## config.mk

```make
export PLATFORM = sky130hd
export DESIGN_NAME = unidade_controle_jogo
export DESIGN_NICKNAME = d
export VERILOG_FILES = /design/src/rtl/jogo_pkg.sv /design/src/rtl/unidade_controle_jogo_divisor_display.sv /design/src/rtl/unidade_controle_jogo.sv
export SDC_FILE = /design/constraint.sdc
export NUM_CORES = 1
export LEC_CHECK = 0
export CORE_MARGIN = 3
export CORE_UTILIZATION = 39
export CTS_CLUSTER_DIAMETER = 50
export DETAILED_ROUTE_END_ITERATION = 12
export PLACE_DENSITY = 0.82
export SYNTH_ARGS = -nofsm -noshare
export SYNTH_HDL_FRONTEND = slang
export SYNTH_SLANG_ARGS = --single-unit
```

## constraint.sdc

```tcl
create_clock -name clock -period 1.94 [get_ports clock]
set_clock_uncertainty 0.2 [all_clocks]
set_input_delay 0.194 -clock clock [delete_from_list [all_inputs] [get_ports clock]]
set_output_delay 0.194 -clock clock [all_outputs]
set_load 0.02 [all_outputs]
```

## src/rtl/jogo_pkg.sv

```systemverilog
// Shared constants for the game control unit.
// State codes are the 4-bit values shown on db_estado; DISPLAY_BITS sizes the
// display multiplex count.
package jogo_pkg;

  localparam int unsigned STATE_BITS   = 4;
  localparam int unsigned DISPLAY_BITS = 2;

  localparam logic [3:0] INICIAL         = 4'h0;
  localparam logic [3:0] MOSTRA_MSG      = 4'h1;
  localparam logic [3:0] AVANCA_MSG      = 4'h2;
  localparam logic [3:0] REGISTRA_MUSICA = 4'h3;
  localparam logic [3:0] PREPARA_RODADA  = 4'h4;
  localparam logic [3:0] TOCA_NOTA       = 4'h5;
  localparam logic [3:0] PROXIMA_DEMO    = 4'h6;
  localparam logic [3:0] ESPERA_JOGADA   = 4'h7;
  localparam logic [3:0] REGISTRA_JOGADA = 4'h8;
  localparam logic [3:0] COMPARA         = 4'h9;
  localparam logic [3:0] CONTA_ERRO      = 4'hA;
  localparam logic [3:0] PROXIMA_JOGADA  = 4'hB;
  localparam logic [3:0] CALCULA_PONTOS  = 4'hC;
  localparam logic [3:0] PROXIMA_RODADA  = 4'hD;
  localparam logic [3:0] FIM_JOGO        = 4'hE;
  localparam logic [3:0] FIM_DEMO        = 4'hF;

endpackage

```

## src/rtl/unidade_controle_jogo_divisor_display.sv

```systemverilog
// divisor_display: prescaler that advances the 2-bit display digit index once
// every DIV_DISPLAY clock cycles, wrapping 3 -> 0.
// Ports: clock, reset (sync, active-high), contagem_display (digit index).
module divisor_display
  import jogo_pkg::*;
#(
  parameter int unsigned DIV_DISPLAY = 4
) (
  input  logic                    clock,
  input  logic                    reset,
  output logic [DISPLAY_BITS-1:0] contagem_display
);

  localparam int unsigned DIV_W = (DIV_DISPLAY > 1) ? $clog2(DIV_DISPLAY) : 1;
  localparam logic [DIV_W-1:0] DIV_LAST = DIV_W'(DIV_DISPLAY - 1);

  logic [DIV_W-1:0] divisor;
  logic             passo;

  assign passo = (divisor == DIV_LAST);

  // Prescaler and wrap counter; the counter only moves on the prescaler's last cycle.
  always_ff @(posedge clock) begin
    if (reset) begin
      divisor          <= '0;
      contagem_display <= '0;
    end else if (passo) begin
      divisor          <= '0;
      contagem_display <= contagem_display + DISPLAY_BITS'(1);
    end else begin
      divisor          <= divisor + DIV_W'(1);
    end
  end

endmodule

```

## src/rtl/unidade_controle_jogo.sv

```systemverilog
// unidade_controle_jogo: Moore FSM sequencing the game datapath (intro message,
// music selection, per-round demo, player input/compare, scoring) and owning
// the display multiplex count.
// Ports: clock, reset (sync, active-high), iniciar, datapath condition inputs,
// one control output per datapath enable/clear/select, contagem_display, db_estado.
// Build option: define TIMEOUT_JOGADA_EN to time out player input in
// ESPERA_JOGADA and count a missed note as one error.
module unidade_controle_jogo
  import jogo_pkg::*;
#(
  parameter int unsigned DIV_DISPLAY = 4
) (
  input  logic                    clock,
  input  logic                    reset,
  input  logic                    iniciar,
  input  logic                    botoesIgualMemoria,
  input  logic                    enderecoIgualLimite,
  input  logic                    fimL,
  input  logic                    tem_botao_pressionado,
  input  logic                    tem_jogada,
  input  logic                    timeout_contador_buzzer,
  input  logic                    timeout_contador_msg,
  output logic                    activate_arduino,
  output logic                    calcular_pontos,
  output logic                    enable_contador_erro,
  output logic                    enable_contador_jogada,
  output logic                    enable_contador_msg,
  output logic                    enable_contador_rodada,
  output logic                    enable_registrador_botoes,
  output logic                    enable_registrador_musica,
  output logic                    enable_registrador_pontos,
  output logic                    enable_timer_buzzer,
  output logic                    enable_timer_msg,
  output logic                    select_mux_arduino,
  output logic                    select_mux_letra,
  output logic                    zera_contador_erro,
  output logic                    zera_contador_jogada,
  output logic                    zera_contador_msg,
  output logic                    zera_contador_rodada,
  output logic                    zera_registrador_botoes,
  output logic                    zera_registrador_pontos,
  output logic                    zera_timer_buzzer,
  output logic                    zera_timer_msg,
  output logic [DISPLAY_BITS-1:0] contagem_display,
  output logic [STATE_BITS-1:0]   db_estado
);

  logic [STATE_BITS-1:0] estado;
  logic [STATE_BITS-1:0] estado_prox;

  // State register.
  always_ff @(posedge clock) begin
    if (reset) estado <= INICIAL;
    else       estado <= estado_prox;
  end

  // Next state and Moore output decode.
  always_comb begin
    estado_prox               = estado;
    activate_arduino          = 1'b0;
    calcular_pontos           = 1'b0;
    enable_contador_erro      = 1'b0;
    enable_contador_jogada    = 1'b0;
    enable_contador_msg       = 1'b0;
    enable_contador_rodada    = 1'b0;
    enable_registrador_botoes = 1'b0;
    enable_registrador_musica = 1'b0;
    enable_registrador_pontos = 1'b0;
    enable_timer_buzzer       = 1'b0;
    enable_timer_msg          = 1'b0;
    select_mux_arduino        = 1'b0;
    select_mux_letra          = 1'b0;
    zera_contador_erro        = 1'b0;
    zera_contador_jogada      = 1'b0;
    zera_contador_msg         = 1'b0;
    zera_contador_rodada      = 1'b0;
    zera_registrador_botoes   = 1'b0;
    zera_registrador_pontos   = 1'b0;
    zera_timer_buzzer         = 1'b0;
    zera_timer_msg            = 1'b0;

    case (estado)
      INICIAL: begin
        zera_contador_erro      = 1'b1;
        zera_contador_jogada    = 1'b1;
        zera_contador_msg       = 1'b1;
        zera_contador_rodada    = 1'b1;
        zera_registrador_botoes = 1'b1;
        zera_registrador_pontos = 1'b1;
        zera_timer_buzzer       = 1'b1;
        zera_timer_msg          = 1'b1;
        estado_prox             = MOSTRA_MSG;
      end
      MOSTRA_MSG: begin
        enable_timer_msg = 1'b1;
        // A press selects the music even if the scroll timer expires the same cycle.
        if (tem_jogada)                estado_prox = REGISTRA_MUSICA;
        else if (timeout_contador_msg) estado_prox = AVANCA_MSG;
      end
      AVANCA_MSG: begin
        enable_contador_msg = 1'b1;
        zera_timer_msg      = 1'b1;
        estado_prox         = MOSTRA_MSG;
      end
      REGISTRA_MUSICA: begin
        enable_registrador_musica = 1'b1;
        estado_prox               = PREPARA_RODADA;
      end
      PREPARA_RODADA: begin
        zera_contador_jogada = 1'b1;
        zera_contador_erro   = 1'b1;
        zera_timer_buzzer    = 1'b1;
        estado_prox          = TOCA_NOTA;
      end
      TOCA_NOTA: begin
        select_mux_arduino  = 1'b1;
        activate_arduino    = 1'b1;
        enable_timer_buzzer = 1'b1;
        select_mux_letra    = 1'b1;
        if (timeout_contador_buzzer) estado_prox = PROXIMA_DEMO;
      end
      PROXIMA_DEMO: begin
        zera_timer_buzzer = 1'b1;
        if (enderecoIgualLimite) begin
          estado_prox = FIM_DEMO;
        end else begin
          enable_contador_jogada = 1'b1;
          estado_prox            = TOCA_NOTA;
        end
      end
      FIM_DEMO: begin
        zera_contador_jogada    = 1'b1;
        zera_registrador_botoes = 1'b1;
        zera_timer_buzzer       = 1'b1;
        estado_prox             = ESPERA_JOGADA;
      end
      ESPERA_JOGADA: begin
        select_mux_letra = 1'b1;
        // Live button echo to the sound generator while waiting.
        activate_arduino = tem_botao_pressionado;
`ifdef TIMEOUT_JOGADA_EN
        enable_timer_buzzer = 1'b1;
        if (tem_jogada)                   estado_prox = REGISTRA_JOGADA;
        else if (timeout_contador_buzzer) estado_prox = CONTA_ERRO;
`else
        if (tem_jogada) estado_prox = REGISTRA_JOGADA;
`endif
      end
      REGISTRA_JOGADA: begin
        // Extra cycle so the button register and ROM output settle before compare.
        enable_registrador_botoes = 1'b1;
        estado_prox               = COMPARA;
      end
      COMPARA: begin
        if (!botoesIgualMemoria)      estado_prox = CONTA_ERRO;
        else if (enderecoIgualLimite) estado_prox = CALCULA_PONTOS;
        else                          estado_prox = PROXIMA_JOGADA;
      end
      CONTA_ERRO: begin
        enable_contador_erro = 1'b1;
        if (enderecoIgualLimite) estado_prox = CALCULA_PONTOS;
        else                     estado_prox = PROXIMA_JOGADA;
      end
      PROXIMA_JOGADA: begin
        enable_contador_jogada = 1'b1;
        zera_timer_buzzer      = 1'b1;
        estado_prox            = ESPERA_JOGADA;
      end
      CALCULA_PONTOS: begin
        calcular_pontos           = 1'b1;
        enable_registrador_pontos = 1'b1;
        if (fimL) estado_prox = FIM_JOGO;
        else      estado_prox = PROXIMA_RODADA;
      end
      PROXIMA_RODADA: begin
        enable_contador_rodada = 1'b1;
        estado_prox            = PREPARA_RODADA;
      end
      FIM_JOGO: begin
        select_mux_letra = 1'b1;
        if (iniciar) estado_prox = INICIAL;
      end
      default: estado_prox = INICIAL;
    endcase
  end

  assign db_estado = estado;

  divisor_display #(
    .DIV_DISPLAY (DIV_DISPLAY)
  ) u_divisor_display (
    .clock            (clock),
    .reset            (reset),
    .contagem_display (contagem_display)
  );

endmodule

```

* Yosys cells after proc, flatten, opt, wreduce, memory -nomap -nowiden
Cells that the tools add are included.
** Word-level totals
- Flip-flop bits (word level) :: 8
- Latch bits :: 0
- RAM bits :: 0
- Memory bits (read-only) :: 0
- Input bits :: 10
- Output and inout bits :: 27
- Logic and storage cells :: 64
- Memories kept :: 0
** Operators by class
- Add/subtract/negate cells :: 2
- Multipliers :: 0
- Div/mod/pow operators :: 0
- Order comparisons :: 0
- Equality and inequality tests :: 20
- Shifts and indexed selects :: 0
- Muxes and demuxes :: 28
- Bitwise logic cells :: 0
- Reductions and logical operators :: 11
** Operator list (count)
- case mux 4 bit (13 select lines) :: 1
- equality test 4 bit (second input constant) :: 8
- two-way mux 4 bit :: 6
- equality test 4 x 3 -> 1 bit (second input constant) :: 4
- two-way mux 1 bit :: 16
- OR reduction 2 bit :: 6
- equality test 4 x 2 -> 1 bit (second input constant) :: 2
- two-way mux 3 bit :: 2
- inequality test 2 bit (second input constant) :: 3
- OR reduction 3 bit :: 2
- OR reduction 5 bit :: 1
- adder 2 x 1 -> 2 bit (second input constant) :: 2
- equality test 4 x 1 -> 1 bit (second input constant) :: 1
- zero test 4 bit :: 1
- case mux 1 bit (2 select lines) :: 2
- AND reduction 4 bit :: 1
- inequality test 3 bit (second input constant) :: 1
- equality test 2 bit (second input constant) :: 1
- two-way mux 2 bit :: 1

* Longest topological paths before layout
- Depth after elaboration :: 3
- Gate-level depth with buffers :: 6
- Gate-level depth less buffers :: 4

* Modules after synthesis
Synthesis repeated with hierarchy kept, for this count alone.
** Unflattened totals
- Cells, all modules :: 104
- Area total of the unflattened synthesis :: 782.0 um^2
** Modules (own cells, without submodules)
- unidade_controle_jogo :: times used 1, cells each 92, area each 641.9 um^2, seq. area each 80.1 um^2
- divisor_display :: times used 1, cells each 12, area each 140.1 um^2, seq. area each 80.1 um^2

* Worst setup path before layout
No wires, ideal clock.
- Kind :: flip-flop to output port
- From :: register estado[1], in the netlist db_estado[1]
- To :: output port zera_contador_rodada
- Arrival time :: 1.542 ns
- Data required time :: 1.546 ns
- Slack :: 0.004 ns
- Cell stages (with the launch flop) :: 6
- Path buffers :: 3
- Cells stage by stage :: dfxtp_1 -> buf_4 -> or2_1 -> clkbuf_1 -> nor2_1 -> buf_4
** On the way
- Word-level cells in the longest chain between the ends :: 2
** RTL lines
- start: declaration :: RTL line unidade_controle_jogo.sv:48 : logic [STATE_BITS-1:0] estado;
- start signal: assignment :: RTL line unidade_controle_jogo.sv:54 : else estado <= estado_prox;
- zero test 4 bit
- two-way mux 1 bit
- end: declaration :: RTL line unidade_controle_jogo.sv:39 : output logic zera_contador_rodada,
No other way between the ends.

* Final worst setup path
- From :: register estado[0], in the netlist db_estado[0]
- To :: output port zera_registrador_botoes
** On the way
- Word-level cells in the longest chain between the ends :: 3
- Elaborated cells between the ends (all ways) :: 4
** RTL lines
- equality test 4 bit / zero test 4 bit (equally long branches) :: RTL line unidade_controle_jogo.sv:82 : case (estado)
- OR reduction 2 bit (no line) (*)
- two-way mux 1 bit (*) :: RTL line unidade_controle_jogo.sv:82
- end: declaration :: RTL line unidade_controle_jogo.sv:40 : output logic zera_registrador_botoes,
Every way passes the cells marked *; elsewhere a longest branch is shown, timed or not.

==> impl_metrics.csv <==
group,metric,value,unit
sta,slew_violations,0,
logic_synthesis,syn_area,723,sq um
sta,max_clock_freq,528,MHz
logic_synthesis,synth.most_common_cell,"nor2_1",
drt,ant_nets,0,
cts,clk_latency,0.25,ns
power,switching_share,0.369,
logic_synthesis,synth_top_area_cell,"dfxtp_1",
critical_path,path_buf_inv,2,
sta,fin_setup_tns,0,ns
finish,fin_util,0.704,
logic_synthesis,postSynth.asyncResetShare,0,
cts,cts_sinks,8,
power,p_sw,0.237,mW
critical_path,crit_path_top_delay_cell,"dfxtp_1",
cts,cts-root-buf,"clkbuf_4",
sta,hold_viol,0,
cts,post_cts_buffers,0,
global_routing,overflow,0,
floorplan,die_w,49.1,microns
logic_synthesis,syn_area_per_cell,7.16,sq um
logic_synthesis,syn_inst,101,
sta,fin_crit,1.89,ns
status,outcome,"finished clean",
logic_synthesis,synthTopCellsByArea,"dfxtp_1 22%, nor2_1 8.8%, buf_4 8.3%, a21oi_1 6.2%, nand2_1 4.7%",
finish,drive_gt1_frac,0.238,
critical_path,cp_top_family,"buffers and inverters",
power,leakagePower,0.517,nW
drt,routed_wirelength,2110,microns
floorplan,fp.dieH,49.1,microns
drt,vias_per_cell,5.23,
power,p_clk_frac,0.186,
sta,setup_viol,0,
logic_synthesis,synth_ff_type,"dfxtp_1",
logic_synthesis,ys_ff_latch,8,
critical_path,slowest_delay,0.33,ns
floorplan,die_area,0.00241,sq mm
cts,clkSlewWorstSetupHoldPaths,0.05,ns
logic_synthesis,synth_top_cells_by_count,"17 x nor2_1, 9 x a21oi_1, 9 x nand2_1, 8 x buf_4, 8 x dfxtp_1",
finish,area.growth.synth_to_final,58.7,%
floorplan,start_util,0.444,
sta,rsz0062_at_grt,"no",
sta,worstMarginPinSlew,0.302,ns
cts,hold_buffers,0,
worst_hold_path,hp-class,"flop to flop",
critical_path,cp.required,1.55,ns
critical_path,start_kind,"flop",
cts,clock_path_buffers,2,
placement,pre_cts_ws,-0.124,ns
floorplan,core,0.00163,sq mm
drt,wl_per_cell,12.7,microns
global_routing,antenna_found_initial,0,
flow_run,max-cap-violations,0,
cts,htreeDepth,1,
drt,drc,0,
logic_synthesis,synth_top_area_frac,0.221,
critical_path,worstPathCellList,"buf_12 > or2_4 > o22ai_1 > clkdlybuf4s15_2",
critical_path,path_class,"flop to primary output",
finish,antennaDiodeCount,0,
power,ir_worst_vdd,387,uV
logic_synthesis,yosysSeqAreaShare,0.221,
global_routing,grt_max_degree,13,
floorplan,ioPinCount,37,
global_routing,grt_pass1_wl,3600,microns
sta,fin_crit_sh,0.976,
floorplan,num_rows,14,
critical_path,worstSetupEndpointType,"primary output",
drt,vias,874,
cts,cts_buffers,3,
logic_synthesis,yosysUniqueCellTypes,37,
global_routing,grt_pass1_vias,820,
finish,nets,156,
critical_path,arrival,1.50,ns
logic_synthesis,synth_fp_nets,112,
power,combPwrFrac,0.517,
drt,drtIter0Drc,23,
placement,gp_congestion,0.863,
power,p_seq_frac,0.297,
power,pwr_density_cell,560,mW/mm^2
logic_synthesis,synth_edf_count,0,
sta,max_slew_margin,0.798,
placement,io_buffers,36,
logic_synthesis,yosysWarnings,0,
cts,cts_resized,29,
finish,nFillCells,154,
sta,setup_slack,0.0468,ns
cts,cts_tree,"built",
global_routing,grt_use_total,0.183,
critical_path,worst-path-max-fanout,12,
placement,dp_hpwl,1680,microns
power,p_total,0.642,mW
drt,dr.pass1.iters,4,
power,p_int,0.405,mW
==> per-layer routing <==
metal | up-vias | global-route usage | wire length (microns)
met5 | - | 0 | 0
met4 | 0 | 0.0664 | 23
met3 | 3 | 0.0489 | 203
met2 | 48 | 0.317 | 997
met1 | 389 | 0.214 | 888
li1 | 434 | - | -
==> per-stage QoR <==
step	area [sq um]	hold WS (ns)	instances
3_5_place_dp	1150	0.222	164
2_1_floorplan	723	0.0984	101
6_report	1150	0.226	167
5_1_grt	1150	0.256	167
4_1_cts	1150	0.230	167
3_3_place_gp	1150	0.212	164
==> worst paths after layout <==
check | slack [ns] | start | cells past startpoint | end
worst max-delay path | 0.05 | db_estado[0] | 4 | zera_registrador_botoes
worst min-delay path | 0.23 | u_divisor_display.divisor[0] | 1 | u_divisor_display.divisor[0]
worst max register to register | 0.26 | db_estado[0] | 6 | db_estado[1]
worst min register to register | 0.23 | u_divisor_display.divisor[0] | 1 | u_divisor_display.divisor[0]
==> area by class of cell <==
cell class                 instances  area, sq um  share of cell area
inverter                           4         15.0              0.0131
timing repair buffer              51          453               0.395
sequential                         8          160               0.140
multi-input combinational         77          467               0.407
clock buffer                       3         22.5              0.0196
tap                               24         30.0              0.0262
==> registers in the layout, summed over array words and instances (netlist names) <==
signal,cells
u_divisor_display.divisor,2
u_divisor_display.contagem_display,2
db_estado,4
==> placed cells by master (no fill, tap or decap), types with 2 or more instances in the layout <==
cell / instances
dfxtp_1: 8
dlygate4sd2_1: 12
a21oi_1: 9
nor3_1: 3
o21bai_1: 2
clkbuf_4: 3
clkdlybuf4s15_2: 4
o22ai_1: 3
o21ai_0: 5
nand2_1: 9
clkdlybuf4s50_1: 14
nor3b_1: 4
inv_1: 4
nor2_1: 16
a31oi_1: 2
clkbuf_2: 5
buf_4: 14
nand2b_1: 2
==> power groups by stage <==
stage | clock network, mW | logic, mW | registers [mW]
floorplan | 0 | 0.191 | 0.202
global placement | 0 | 0.341 | 0.192
detailed placement | 0 | 0.346 | 0.194
CTS | 0.125 | 0.326 | 0.190
global route | 0.131 | 0.361 | 0.192
finish | 0.120 | 0.332 | 0.191
==> kinds of logic (layout without fill, tap and decap cells) <==
| group | after synthesis | after routing | synth area share |
|---|---|---|---|
| compound gates | 31 | 31 | 0.289 |
| flops | 8 | 8 | 0.221 |
| fa+ha+maj | 2 | 2 | 0.0311 |
| buf+inv | 16 | 58 | 0.147 |
| simple gates | 42 | 42 | 0.287 |
| xor+xnor | 2 | 2 | 0.0242 |
(Power assumes the default switching activity.)
